File: src/rtl/signed_nibble_counter.sv
// signed_nibble_counter
// Four-bit signed up/down/load counter driven by three raw push-buttons.
// Each button is synchronised, debounced and edge-detected into a single
// press pulse. The count is presented as w (sign) .. z (lsb) for a signed
// 7-segment decoder. ovf flags a wrap (WRAP=1) or a blocked step (WRAP=0).
//
// Handshake: there is no valid/ready interface; buttons are level inputs
// and every accepted press produces exactly one single-cycle pulse that is
// consumed on the same edge it is seen.
module signed_nibble_counter #(
  parameter int unsigned DEBOUNCE_CYCLES = 50000,
  parameter bit          WRAP            = 1'b1
) (
  input  logic       clk,
  input  logic       reset,
  input  logic       btn_up,
  input  logic       btn_down,
  input  logic       btn_load,
  input  logic [3:0] load_val,
  output logic       w,
  output logic       x,
  output logic       y,
  output logic       z,
  output logic       ovf
);

  // The debounced level flips on the edge where the counter would reach
  // DEBOUNCE_CYCLES, i.e. when it currently holds DEBOUNCE_CYCLES-1.
  localparam logic [15:0] ACCEPT_AT = 16'(DEBOUNCE_CYCLES - 1);

  localparam int BTN_UP   = 0;
  localparam int BTN_DOWN = 1;
  localparam int BTN_LOAD = 2;

  logic [2:0]  raw_btn;
  logic [2:0]  sync_a;
  logic [2:0]  sync_b;
  logic [2:0]  deb;
  logic [2:0]  deb_prev;
  logic [15:0] stab_cnt [3];
  logic [2:0]  press;

  logic [3:0]  count;
  logic [3:0]  next_count;
  logic        next_ovf;
  logic        up_step;
  logic        down_step;

  assign raw_btn = {btn_load, btn_down, btn_up};

  // Two-flop synchroniser, stability counters and debounced levels per button.
  always_ff @(posedge clk) begin
    if (reset) begin
      sync_a   <= '0;
      sync_b   <= '0;
      deb      <= '0;
      deb_prev <= '0;
      for (int i = 0; i < 3; i++) begin
        stab_cnt[i] <= '0;
      end
    end else begin
      sync_a   <= raw_btn;
      sync_b   <= sync_a;
      deb_prev <= deb;
      for (int i = 0; i < 3; i++) begin
        if (sync_b[i] == deb[i]) begin
          stab_cnt[i] <= '0;
        end else if (stab_cnt[i] == ACCEPT_AT) begin
          deb[i]      <= sync_b[i];
          stab_cnt[i] <= '0;
        end else begin
          stab_cnt[i] <= stab_cnt[i] + 16'd1;
        end
      end
    end
  end

  // A press is the cycle right after the debounced level rises; releases are silent.
  assign press     = deb & ~deb_prev;
  assign up_step   = press[BTN_UP] & ~press[BTN_DOWN];
  assign down_step = press[BTN_DOWN] & ~press[BTN_UP];

  // Next count and overflow flag: load beats a single step, which beats hold.
  always_comb begin
    next_count = count;
    next_ovf   = 1'b0;
    if (press[BTN_LOAD]) begin
      next_count = load_val;
    end else if (up_step) begin
      if (count == 4'b0111) begin
        next_ovf   = 1'b1;
        next_count = WRAP ? 4'b1000 : 4'b0111;
      end else begin
        next_count = count + 4'd1;
      end
    end else if (down_step) begin
      if (count == 4'b1000) begin
        next_ovf   = 1'b1;
        next_count = WRAP ? 4'b0111 : 4'b1000;
      end else begin
        next_count = count - 4'd1;
      end
    end
  end

  // Count and ovf registers; reset overrides any pulse in the same cycle.
  always_ff @(posedge clk) begin
    if (reset) begin
      count <= '0;
      ovf   <= 1'b0;
    end else begin
      count <= next_count;
      ovf   <= next_ovf;
    end
  end

  assign w = count[3];
  assign x = count[2];
  assign y = count[1];
  assign z = count[0];

endmodule

File: config.mk
export PLATFORM = sky130hd
export DESIGN_NAME = signed_nibble_counter
export DESIGN_NICKNAME = d
export VERILOG_FILES = /design/src/rtl/signed_nibble_counter.sv
export SDC_FILE = /design/constraint.sdc
export NUM_CORES = 1
export LEC_CHECK = 0
export ABC_AREA = 1
export CORE_ASPECT_RATIO = 0.75
export CORE_UTILIZATION = 53
export DETAILED_ROUTE_END_ITERATION = 16
export GPL_ROUTABILITY_DRIVEN = 0
export GPL_TIMING_DRIVEN = 0
export MAX_ROUTING_LAYER = met4
export PLACE_DENSITY_LB_ADDON = 0.2
export REMOVE_ABC_BUFFERS = 1
export SYNTH_ARGS = -nofsm -noshare
export SYNTH_HDL_FRONTEND = slang
export SYNTH_SLANG_ARGS = --single-unit
File: constraint.sdc
create_clock -name clk -period 1.8 [get_ports clk]
set_input_delay 0.54 -clock clk [delete_from_list [all_inputs] [get_ports clk]]
set_output_delay 0.54 -clock clk [all_outputs]
set_load 0.1 [all_outputs]
==> flow_metrics.env <==
export IMPL_ant_nets=0
export IMPL_ctsRootBufferMaster="clkbuf_8"
export IMPL_intPower_w=0.00245
export IMPL_maxCapViolations=0
export IMPL_first_pass_iters=11
export IMPL_grt_max_degree=17
export IMPL_antenna_found_initial=0
export IMPL_drtIter0Drc=176
export IMPL_grt_pass1_vias=2782
export IMPL_power_density_nw_per_um2=731
export IMPL_grt_overflow_total=0
export IMPL_avgSynthCellArea_um2=8.30
export IMPL_synth_warnings=0
export IMPL_synth_compound_area_frac=0.0715
export IMPL_synthFlopType="edfxtp_1"
export IMPL_synth_edf_count=48
export IMPL_power_total_w=0.00313
export IMPL_async_flop_share=0
export IMPL_dieArea_um2=7240
export IMPL_fin_util=0.662
export IMPL_cp_cell_sequence="buf_2"
export IMPL_vias_per_cell=5.09
export IMPL_cts_sinks=65
export IMPL_cp_buffers_inverters=1
export IMPL_stdcell_count=596
export IMPL_p_sw_w=0.000685
export IMPL_p_comb_frac=0.050
export IMPL_wirelength_um=7050
export IMPL_wl_per_cell_um=11.8
export IMPL_fin_crit_ps=1750
export IMPL_synth_common_cells="81 x nand2_1, 58 x nor2_1, 56 x inv_1"
export IMPL_leakage_nw=1.72
export IMPL_maxSlewViolCount=0
export IMPL_maxSlewHeadroom=0.639
export IMPL_area_growth_pct=17.1
export IMPL_grt_pass1_wl_um=12000
export IMPL_synth_xor_area_frac=0.0407
export IMPL_synth_top_family_by_area="simple AND/OR/NAND/NOR gates"
export IMPL_die_y_um=74.0
export IMPL_clk_latency_ps=340
export IMPL_fin_nets=524
export IMPL_clock_fmax_mhz=572
export IMPL_cts_buffers=9
export IMPL_coreArea_um2=6470
export IMPL_setup_violations_final=0
export IMPL_cp_start_kind="register"
export IMPL_required_ps=1260
export IMPL_timing_hold_ws_ps=401
export IMPL_p_seq_frac=0.544
export IMPL_worst_slew_pin_slew_ps=543
export IMPL_ys_seq_area_frac=0.487
export IMPL_hold_viol_final=0
export IMPL_nFillCells=554
export IMPL_yosysTopAreaCellShare=0.394
export IMPL_dp_cells=577
export IMPL_timing_final_crit_share=0.971
export IMPL_start_util=0.565
export IMPL_crit_fanout=5
export IMPL_synth_area_leaders="edfxtp_1 39%, dfxtp_1 9.3%, nand2_1 8.3%"
export IMPL_ir_worst_vdd_v=0.000628
export IMPL_power_clock_fraction=0.406
export IMPL_dieWidth_um=97.9
export IMPL_grtUsageTotal=0.218
export IMPL_crit_arrival_ps=1210
export IMPL_drive_gt1_frac=0.118
export IMPL_fin_skew_ps=9.16
export IMPL_io_buffers=13
export IMPL_tritoncts="built"
export IMPL_status="finished with violations"
export IMPL_synth_area_um2=3660
export IMPL_rsz0062_at_grt="true"
export IMPL_clk_pin_slew_ps=70
export IMPL_io_pins=14
export IMPL_cp_slowest_stage_delay_ps=460
export IMPL_drc=1
export IMPL_htreeDepth=3
export IMPL_criticalPathCategory="reg -> out"
export IMPL_clock_path_buffers=2
export IMPL_end_kind="primary output"
export IMPL_synthMuxAreaShare=0
export IMPL_p_sw_frac=0.219
export IMPL_synth_most_common_cell="nand2_1"
export IMPL_crit_family="buffers and inverters"
export IMPL_synth_cell_types=34
export IMPL_synthSimpleGateAreaFrac=0.305
export IMPL_hold_class="reg -> reg"
export IMPL_critical_path_slowest_cell="buf_2"
export IMPL_yosys_area_top_type="edfxtp_1"
export IMPL_place_hpwl_um=5090
export IMPL_diodes=0
export IMPL_ys_seq_elements=65
export IMPL_rows=25
export IMPL_vias=3034
export IMPL_violations="DRC"
export IMPL_postSynthCellCount=441
export IMPL_synth_fa_ha_area_frac=0.0171
-- power groups by stage --
stage	Combinational, W	Clock [W]	Sequential [W]
2_1_floorplan	0.000104	0	0.00172
3_3_place_gp	0.000143	0	0.00173
3_5_place_dp	0.000147	0	0.00174
4_1_cts	0.000148	0.00131	0.00170
5_1_grt	0.000180	0.00136	0.00171
6_report	0.000157	0.00127	0.00171
-- registers in the layout (all words and copies together) (netlist names) --
signal,cells
stab_cnt,48
deb,3
ovf,1
deb_prev,3
sync_a,3
count,4
sync_b,3
-- kinds of logic (layout without fill, tap and decap cells) --
logic type,count (synthesis),count (layout)
compound gates,46,46
xor+xnor,17,17
simple gates,239,240
fa+ha+maj,5,5
flops,65,65
buf+inv,68,94
other cells,1,48
-- timing repair --
action                     CTS  global route
gates cloned                 0             1
pin swaps                    1             3
buffers inserted             0             2
resized for setup           30             6
hold buffers                 0             0
setup endpoints to repair   53            39
-- metrics by stage --
stage	setup slack [ps]	cell area (µm²)	TNS, ps
floorplan	-269	3790	-1040
CTS	10.6	4230	0
global route	-22.2	4290	-119
global placement	-657	4020	-27360
finish	53.0	4290	0
detailed placement	-743	4020	-30580
-- metal layers --
metal | vias up | part of all wire | global-route usage
met1 | 1365 | 0.48 | 0.278
met3 | 9 | 0.070 | 0.0677
met2 | 101 | 0.44 | 0.334
met5 | - | 0 | -
li1 | 1559 | - | -
met4 | 0 | 0.0089 | 0.0758
-- path summary, 6_finish.rpt --
check,startpoint,to,slack (ps),cells after the start
worst max-delay path,count[0],z,50,1
worst min register to register,sync_a[0],sync_b[0],400,2
worst max register to register,stab_cnt[1][0],stab_cnt[1][6],70,8
worst min-delay path,sync_a[0],sync_b[0],400,2
-- area by class of cell --
type                       instances  area (µm²)  area share
timing repair buffer              15         151      0.0353
clock inverter                     1        5.00     0.00117
clock buffer                      15         208      0.0485
tap                               81         101      0.0236
multi-input combinational        356        1800       0.420
inverter                          63         236      0.0552
sequential                        65        1780       0.416
-- cells in the final DEF (no fill, tap or decap), drive strengths merged --
cell and n:
o31ai 1, clkbuf 15, inv 62, nand3 36, a21oi 32, nand4 16
ha 5, buf 6, dfxtp 17, xor2 13, and2 1, nor2 71
clkinv 2, o21ai 11, a31oi 2, conb 48, clkdlybuf4s15 2, nand2 87
edfxtp 48, or2 3, nor3 26, clkdlybuf4s50 7, xnor2 4
Power figures use the tool's default switching activity.
